--- config.mk ---
export PLATFORM = sky130hd
export DESIGN_NAME = mux_stim_sequencer
export DESIGN_NICKNAME = d
export VERILOG_FILES = /design/src/rtl/mux_stim_sequencer.sv
export SDC_FILE = /design/constraint.sdc
export NUM_CORES = 1
export LEC_CHECK = 0
export ABC_AREA = 1
export CAP_MARGIN = 20
export CORE_MARGIN = 8
export CORE_UTILIZATION = 51
export DETAILED_ROUTE_END_ITERATION = 7
export PLACE_DENSITY = 0.78
export SYNTH_ARGS = -nofsm -noshare
export SYNTH_HDL_FRONTEND = slang
export SYNTH_SLANG_ARGS = --single-unit
--- constraint.sdc ---
create_clock -name clk -period 1.8 [get_ports clk]
set_clock_uncertainty 0.05 [all_clocks]
set_input_delay 0.27 -clock clk [delete_from_list [all_inputs] [get_ports clk]]
set_output_delay 0.27 -clock clk [all_outputs]
set_load 0.01 [all_outputs]
--- src/rtl/mux_stim_sequencer.sv ---
// mux_stim_sequencer: stimulus and check stage for the 3-input logic block
// (y = a&b | a&~c). Walks {a,b,c} through all 8 vectors, either timed (auto) or
// one debounced button press per vector (manual). Each sampled y_in is compared
// against GOLDEN. The results are reported as a per-vector error mask, an error
// count and a pass flag.
// Optional feature: define MUX_STIM_DEBOUNCE_EN to add the step-button
// debouncer. Without it, the step pulse is the rising edge of the synchronized
// button.
module mux_stim_sequencer #(
    parameter int unsigned HOLD_CYCLES = 4,
    parameter int unsigned DB_CYCLES   = 8,
    parameter logic [7:0]  GOLDEN      = 8'hD0
) (
    input  logic       clk,
    input  logic       rst_n,
    input  logic       start,
    input  logic       auto_en,
    input  logic       step_btn,
    input  logic       y_in,
    output logic       a,
    output logic       b,
    output logic       c,
    output logic       vec_valid,
    output logic       done,
    output logic       pass,
    output logic [3:0] err_cnt,
    output logic [7:0] err_mask
);

    localparam int unsigned HoldW = (HOLD_CYCLES > 1) ? $clog2(HOLD_CYCLES) : 1;
    localparam logic [HoldW-1:0] HoldLast = HoldW'(HOLD_CYCLES - 1);

    typedef enum logic [1:0] {
        StIdle = 2'd0,
        StRun  = 2'd1,
        StDone = 2'd2
    } state_e;

    state_e          state_q, state_d;
    logic [2:0]      idx_q, idx_d;
    logic [HoldW-1:0] hold_q, hold_d;
    logic [3:0]      err_cnt_q, err_cnt_d;
    logic [7:0]      err_mask_q, err_mask_d;
    logic            mode_q, mode_d;
    logic [2:0]      abc_q, abc_d;
    logic            vec_valid_q, done_q, pass_q;
    logic            pass_d;
    logic            advance;

    logic [1:0]      sync_q;
    logic            step_pulse;

    // Two-flop synchronizer for the raw push-button.
    always_ff @(posedge clk or negedge rst_n) begin
        if (!rst_n) begin
            sync_q <= 2'b00;
        end else begin
            sync_q <= {sync_q[0], step_btn};
        end
    end

`ifdef MUX_STIM_DEBOUNCE_EN
    localparam int unsigned DbW = (DB_CYCLES > 1) ? $clog2(DB_CYCLES) : 1;
    localparam logic [DbW-1:0] DbLast = DbW'(DB_CYCLES - 1);

    logic           db_level_q;
    logic [DbW-1:0] db_cnt_q;
    logic           step_pulse_q;

    // Debouncer: the level follows the synchronized input only after it has
    // differed for DB_CYCLES consecutive cycles; a rising toggle emits one pulse.
    always_ff @(posedge clk or negedge rst_n) begin
        if (!rst_n) begin
            db_level_q   <= 1'b0;
            db_cnt_q     <= '0;
            step_pulse_q <= 1'b0;
        end else if (sync_q[1] == db_level_q) begin
            db_cnt_q     <= '0;
            step_pulse_q <= 1'b0;
        end else if (db_cnt_q == DbLast) begin
            db_level_q   <= ~db_level_q;
            db_cnt_q     <= '0;
            step_pulse_q <= ~db_level_q;
        end else begin
            db_cnt_q     <= db_cnt_q + 1'b1;
            step_pulse_q <= 1'b0;
        end
    end

    assign step_pulse = step_pulse_q;
`else
    logic sync_prev_q;

    // Delayed copy of the synchronized button for rising-edge detection.
    always_ff @(posedge clk or negedge rst_n) begin
        if (!rst_n) begin
            sync_prev_q <= 1'b0;
        end else begin
            sync_prev_q <= sync_q[1];
        end
    end

    assign step_pulse = sync_q[1] & ~sync_prev_q;
`endif

    // Next-state logic: run control, vector advance and result compare.
    always_comb begin
        state_d    = state_q;
        idx_d      = idx_q;
        hold_d     = hold_q;
        err_cnt_d  = err_cnt_q;
        err_mask_d = err_mask_q;
        mode_d     = mode_q;
        advance    = 1'b0;

        case (state_q)
            StIdle, StDone: begin
                if (start) begin
                    state_d    = StRun;
                    idx_d      = 3'd0;
                    hold_d     = '0;
                    err_cnt_d  = 4'd0;
                    err_mask_d = 8'h00;
                    mode_d     = auto_en;
                end
            end
            StRun: begin
                if (mode_q) begin
                    if (hold_q == HoldLast) begin
                        advance = 1'b1;
                        hold_d  = '0;
                    end else begin
                        hold_d = hold_q + 1'b1;
                    end
                end else begin
                    advance = step_pulse;
                end

                if (advance) begin
                    if (y_in != GOLDEN[idx_q]) begin
                        err_mask_d[idx_q] = 1'b1;
                        err_cnt_d         = err_cnt_q + 4'd1;
                    end
                    // idx stays at 7 on the final sample; the wrap happens via DONE.
                    if (idx_q == 3'd7) begin
                        state_d = StDone;
                    end else begin
                        idx_d = idx_q + 3'd1;
                    end
                end
            end
            default: begin
                state_d = StIdle;
            end
        endcase
    end

    // Output decode from next-state values so every output leaves a flop.
    always_comb begin
        abc_d  = (state_d == StRun) ? idx_d : 3'b000;
        pass_d = (state_d == StDone) && (err_cnt_d == 4'd0);
    end

    // State and registered outputs.
    always_ff @(posedge clk or negedge rst_n) begin
        if (!rst_n) begin
            state_q     <= StIdle;
            idx_q       <= 3'd0;
            hold_q      <= '0;
            err_cnt_q   <= 4'd0;
            err_mask_q  <= 8'h00;
            mode_q      <= 1'b0;
            abc_q       <= 3'b000;
            vec_valid_q <= 1'b0;
            done_q      <= 1'b0;
            pass_q      <= 1'b0;
        end else begin
            state_q     <= state_d;
            idx_q       <= idx_d;
            hold_q      <= hold_d;
            err_cnt_q   <= err_cnt_d;
            err_mask_q  <= err_mask_d;
            mode_q      <= mode_d;
            abc_q       <= abc_d;
            vec_valid_q <= (state_d == StRun);
            done_q      <= (state_d == StDone);
            pass_q      <= pass_d;
        end
    end

    assign {a, b, c}  = abc_q;
    assign vec_valid  = vec_valid_q;
    assign done       = done_q;
    assign pass       = pass_q;
    assign err_cnt    = err_cnt_q;
    assign err_mask   = err_mask_q;

endmodule

Word-level counts from Yosys, hierarchy flattened
Memory sizes are Yosys's and may differ from the RTL's.
Cells that the tools add are included.
{"block": "classes", "n_reduce_logical": 9, "n_eq_ne": 11, "mux": 27, "n_lt_le_gt_ge": 2, "bitwise": 3, "addsub": 3}
{"operator": "2-to-1 mux 8 bit", "count": 3}
{"operator": "case mux 8 bit (2 select lines)", "count": 1}
{"operator": "2-to-1 mux 2 bit", "count": 6}
{"operator": "2-to-1 mux 3 bit", "count": 4}
{"operator": "2-to-1 mux 4 bit", "count": 3}
{"operator": "inequality test 2 bit (second input constant)", "count": 4}
{"operator": "OR 8 bit", "count": 1}
{"operator": "case mux 2 bit (2 select lines)", "count": 2}
{"operator": "case mux 4 bit (2 select lines)", "count": 1}
{"operator": "== test 2 bit (second input constant)", "count": 3}
{"operator": "case mux 3 bit (2 select lines)", "count": 1}
{"operator": "2-to-1 mux 1 bit", "count": 5}
{"operator": "adder 4 x 1 -> 4 bit (second input constant)", "count": 1}
{"operator": "== test 2 x 1 -> 1 bit (second input constant)", "count": 2}
{"operator": "logical NOT 4 bit", "count": 1}
{"operator": "< comparator 3 x 4 -> 1 bit (second input constant)", "count": 1}
{"operator": "AND reduction 4 bit", "count": 1}
{"operator": "adder 3 x 1 -> 3 bit (second input constant)", "count": 1}
{"operator": "demux 1 bit (select 3 bit)", "count": 1}
{"operator": "== test 3 bit (second input constant)", "count": 1}
{"operator": ">= comparator 3 x 1 -> 1 bit (second input constant)", "count": 1}
{"operator": "AND reduction 3 bit", "count": 1}
{"operator": "adder 2 x 1 -> 2 bit (second input constant)", "count": 1}
{"operator": "logical AND 1 bit", "count": 2}
{"operator": "other kinds (7)", "count": 7}
{"block": "word_totals", "regBits": 29, "elab_cells": 68, "n_memories": 1, "input_bits": 6, "romBits": 8}
{"memory": "(name not given)", "depth": 8, "width": 1, "read_ports": 1, "rd_clocked_by_memory_dff": 0, "write_ports": 0, "line_no": "140", "rtl": "if (y_in != GOLDEN[idx_q]) begin"}

Longest topological paths before layout
{"block": "depth", "depth_word": 8, "mapped_depth": 13, "depth_no_buf": 13}

Worst setup path after synthesis
No wires, ideal clock.
{"block": "synth_path", "path_kind": "register to register", "start": "register idx_q[1]", "end": "register pass_q, in the netlist pass", "t_arrival_ns": 1.295, "setup_time_ns": 0.114, "slack_ns": 0.341, "required_time_ns": 1.636, "n_path_buf": 0, "path_stages_with_launch": 13, "path_cell_list": "dfrtp_1 > inv_1 > ha_1 > inv_1 > nand3_2 > nand2_4 > nand2_4 > nor2_8 > nand2_2 > nand2_2 > inv_2 > nand2_1 > nor2_2"}
{"block": "synth_via", "elab_chain_cells": 8}
{"element": "start, declared", "line_no": "40", "rtl": "logic [2:0] idx_q, idx_d;"}
{"element": "start signal, assigned", "line_no": "179", "rtl": "idx_q <= idx_d;"}
{"element": "memory (8 x 1 bit)"}
{"element": "2-to-1 mux 1 bit (not written as such)", "line_no": "140"}
{"element": "inequality test 1 bit", "line_no": "140"}
{"element": "2-to-1 mux 4 bit", "line_no": "140"}
{"element": "2-to-1 mux 4 bit", "line_no": "139", "rtl": "if (advance) begin"}
{"element": "case mux 4 bit (2 select lines)", "line_no": "116", "rtl": "case (state_q)"}
{"element": "named net err_cnt_d[1]", "line_no": "42", "rtl": "logic [3:0] err_cnt_q, err_cnt_d;"}
{"element": "logical NOT 4 bit", "line_no": "161", "rtl": "pass_d = (state_d == StDone) && (err_cnt_d == 4'd0);"}
{"element": "logical AND 1 bit", "line_no": "161"}
{"element": "named net pass_d", "line_no": "47", "rtl": "logic pass_d;"}
{"element": "end signal, assigned", "line_no": "187", "rtl": "pass_q <= pass_d;"}
{"element": "end, declared", "line_no": "46", "rtl": "logic vec_valid_q, done_q, pass_q;"}
The timed path passes the listed nets, and every way through them passes these cells. The select of a mux whose other input is x is not followed.
A chain may end at the register's enable or synchronous reset.

Worst setup path in the final report
{"block": "layout_path", "start": "register err_cnt_q[0], in the netlist err_cnt[0]", "end": "output err_cnt[0]"}
{"element": "start, declared", "line_no": "42"}
{"element": "start signal, assigned", "line_no": "181", "rtl": "err_cnt_q <= err_cnt_d;"}
{"element": "end, declared", "line_no": "26", "rtl": "output logic [3:0] err_cnt,"}
No word-level cell between the ends.

==> flow_metrics.tcl <==
set metrics [dict create \
    status "finished, final reports clean" \
    rsz0062_at_grt "false" \
    cts-root-buf "clkbuf_4" \
    finalHoldViolCount 0 \
    setup_viol 0 \
    synth_ff_type "dfrtp_1" \
    path_cells "clkdlybuf4s50_1" \
    path_depth 1 \
    tightest_slew_ns 0.350 \
    seqCellArea_um2 726 \
    p_clk_frac 0.236 \
    clkTransAtPathRegs_ns 0.09 \
    ys_seq_area_frac 0.548 \
    cts_tree "built" \
    syn_inst 142 \
    synth.top_cell.area_share 0.548 \
    row_count 18 \
    netlist_area_mm2 0.00132 \
    cp_top_family "buffers and inverters" \
    yosys_warnings 0 \
    grt-busiest-layer "met2" \
    initialDrtViolationCount 25 \
    start_util 0.534 \
    cp.arrival_ns 1.32 \
    crit_type "reg2out" \
    firstDrtPassIters 4 \
    cts-resized-gates 0 \
    synth_edf_count 0 \
    powerDensity_mw_per_mm2 1630 \
    critPathLaunchType "flip-flop" \
    grt_pass1_wl_mm 4.35 \
    post_cts_buffers 0 \
    avgRoutedWirePerCell_um 12.5 \
    cts_hold_buf 0 \
    synth_area_per_cell_um2 9.32 \
    placed_cells_incl_taps 196 \
    drv_slew 0 \
    multi_input_comb_area_um2 519 \
    die_y_um 66.9 \
    worst_setup_path_end_kind "output pin" \
    ys_ff_latch 29 \
    power_frac_comb 0.388 \
    route.detailed.drc 0 \
    ir_drop_mv 1.13 \
    fillers 203 \
    antenna_cells 0 \
    drive_above_1_share 0.178 \
    dieArea_mm2 0.00448 \
    synthArstFlopShare 1.00 \
    stdcell_count 204 \
    maxCapViolations 0 \
    fin_nets 183 \
    synth_most_common_cell "dfrtp_1" \
    ios 24 \
    grt_pass1_vias 1018 \
    critPathMaxStageDelay_ns 0.57 \
    htree_levels 2 \
    required_ns 1.48 \
    grt_usage 0.127 \
    holdCritPathClass "in2async" \
    leakage_nw 0.840 \
    use_met1 0.134 \
    rr_worst_depth 11 \
    synth_area_leader_cell "dfrtp_1" \
    place.gp.congestion 0.804 \
    fin_crit_sh 0.909 \
    use_met2 0.201 \
    ys_top_cells_by_count "dfrtp_1 (29), nand2_1 (28), nor2_1 (19)" \
    grt_overflow 0 \
    r2r_start "idx_q[0]$_DFF_PN0_" \
    use_met3 0.0738 \
    vias_per_cell 5.04 \
    place_hpwl_mm 1.86 \
    synthToLayoutAreaGrowth_pct 28.8 \
    ys_types 25 \
    core_mm2 0.00248 \
    cts_buffers 5 \
    r2r_end "pass$_DFF_PN0_" \
    switchingPower_mw 1.00 \
    grt_max_degree 30 \
    insertion_delay_ns 0.33 \
    slew_headroom 0.767 \
    vias 1028 \
    drtAntennaViolNets 0 \
    p_int_mw 1.78 \
    ff2ff_setup_slack_ns 0.22 \
    p_sw_frac 0.361 \
    holdWs_ns 0.258 \
    setup_tns_ns 0 \
    ys_top_cells_by_area "dfrtp_1 (55%), nand2_1 (7.9%), nor2_1 (5.4%)" \
    clock_sinks 29 \
    fin_crit_ns 1.64 \
    clk_path_buf_depth 2 \
    crit_fanout 5 \
    synth_fp_nets 152 \
    pwr-share-seq 0.376 \
    cpMaxStageDelayCell "clkdlybuf4s50_1" \
    clock.fmax_ghz 0.611 \
    critPathBufInv 1 \
    routed_wl_mm 2.56 \
    antenna_found_initial 0 \
    port_buffers 23 \
    die_w_um 66.9 \
]
## through the flow
stage / power [mW] / util / cell area, um2 / setup slack (ns)
final: 2.78 / 0.688 / 1710 / 0.164
after global routing: 2.99 / 0.688 / 1710 / 0.0941
after CTS: 2.82 / 0.688 / 1710 / 0.133
after detailed placement: 2.14 / 0.647 / 1600 / 0.165
after global placement: 2.10 / 0.647 / 1600 / 0.202
after floorplan: 1.67 / - / 1320 / 0.341
## worst max path at each step
stage | from | to
detailed placement | y_in | pass$_DFF_PN0_
finish | err_cnt[0]$_DFF_PN0_ | err_cnt[0]
floorplan | idx_q[1]$_DFF_PN0_ | pass$_DFF_PN0_
global placement | y_in | pass$_DFF_PN0_
CTS | err_cnt[0]$_DFF_PN0_ | err_cnt[0]
global route | idx_q[1]$_DFF_PN0_ | pass$_DFF_PN0_
## registers in the layout (all words and copies together) (netlist names)
| register | cells |
|---|---|
| hold_q | 2 |
| mode_q | 1 |
| vec_valid | 1 |
| idx_q | 3 |
| pass | 1 |
| sync_prev_q | 1 |
| state_q | 2 |
| err_cnt | 4 |
| done | 1 |
| abc_q | 3 |
| sync_q | 2 |
| err_mask | 8 |
## final cells by class
cell class	count	area share
clock inverters	3	0.0382
inverters	20	0.0440
multi-input cells	92	0.304
flip-flops and latches	29	0.426
repair buffers	25	0.144
well taps	30	0.0220
clock buffers	5	0.0220
## placed cells by master, fill, tap and decap left out, types with 2 or more instances in the layout
cell             instances
a31oi_1                  6
buf_4                    2
bufinv_16                2
clkbuf_4                 5
clkdlybuf4s50_1         23
dfrtp_1                 29
ha_1                     4
inv_1                   15
inv_2                    4
nand2_1                 28
nand2_2                  5
nand2_4                  3
nand3_1                  8
nand3_2                  4
nand4_1                  2
nor2_1                  19
nor2_2                   2
o21ai_0                  2
## power by group through the flow
| stage | Combinational [mW] | Clock (mW) | Sequential, mW |
|---|---|---|---|
| after detailed placement | 1.09 | 0 | 1.05 |
| after floorplan | 0.582 | 0 | 1.09 |
| after global routing | 1.22 | 0.705 | 1.07 |
| final | 1.08 | 0.657 | 1.05 |
| after global placement | 1.05 | 0 | 1.05 |
| after CTS | 1.10 | 0.673 | 1.05 |
## kinds of logic after synthesis
group / Yosys count / synth area share
buffers and inverters: 21 / 0.0595
AO/OA/AOI/OAI: 12 / 0.0558
adder cells (fa/ha/maj): 4 / 0.0378
flip-flops: 29 / 0.548
AND/OR/NAND/NOR: 76 / 0.299
## routing by layer
metal / part of all wire / routed length [um] / up-vias
met1: 0.41 / 1060 / 478
li1: - / - / 514
met4: 0.024 / 61 / 0
met2: 0.47 / 1200 / 27
met3: 0.093 / 238 / 9
met5: 0 / 0 / -
Power figures use the tool's default switching activity.
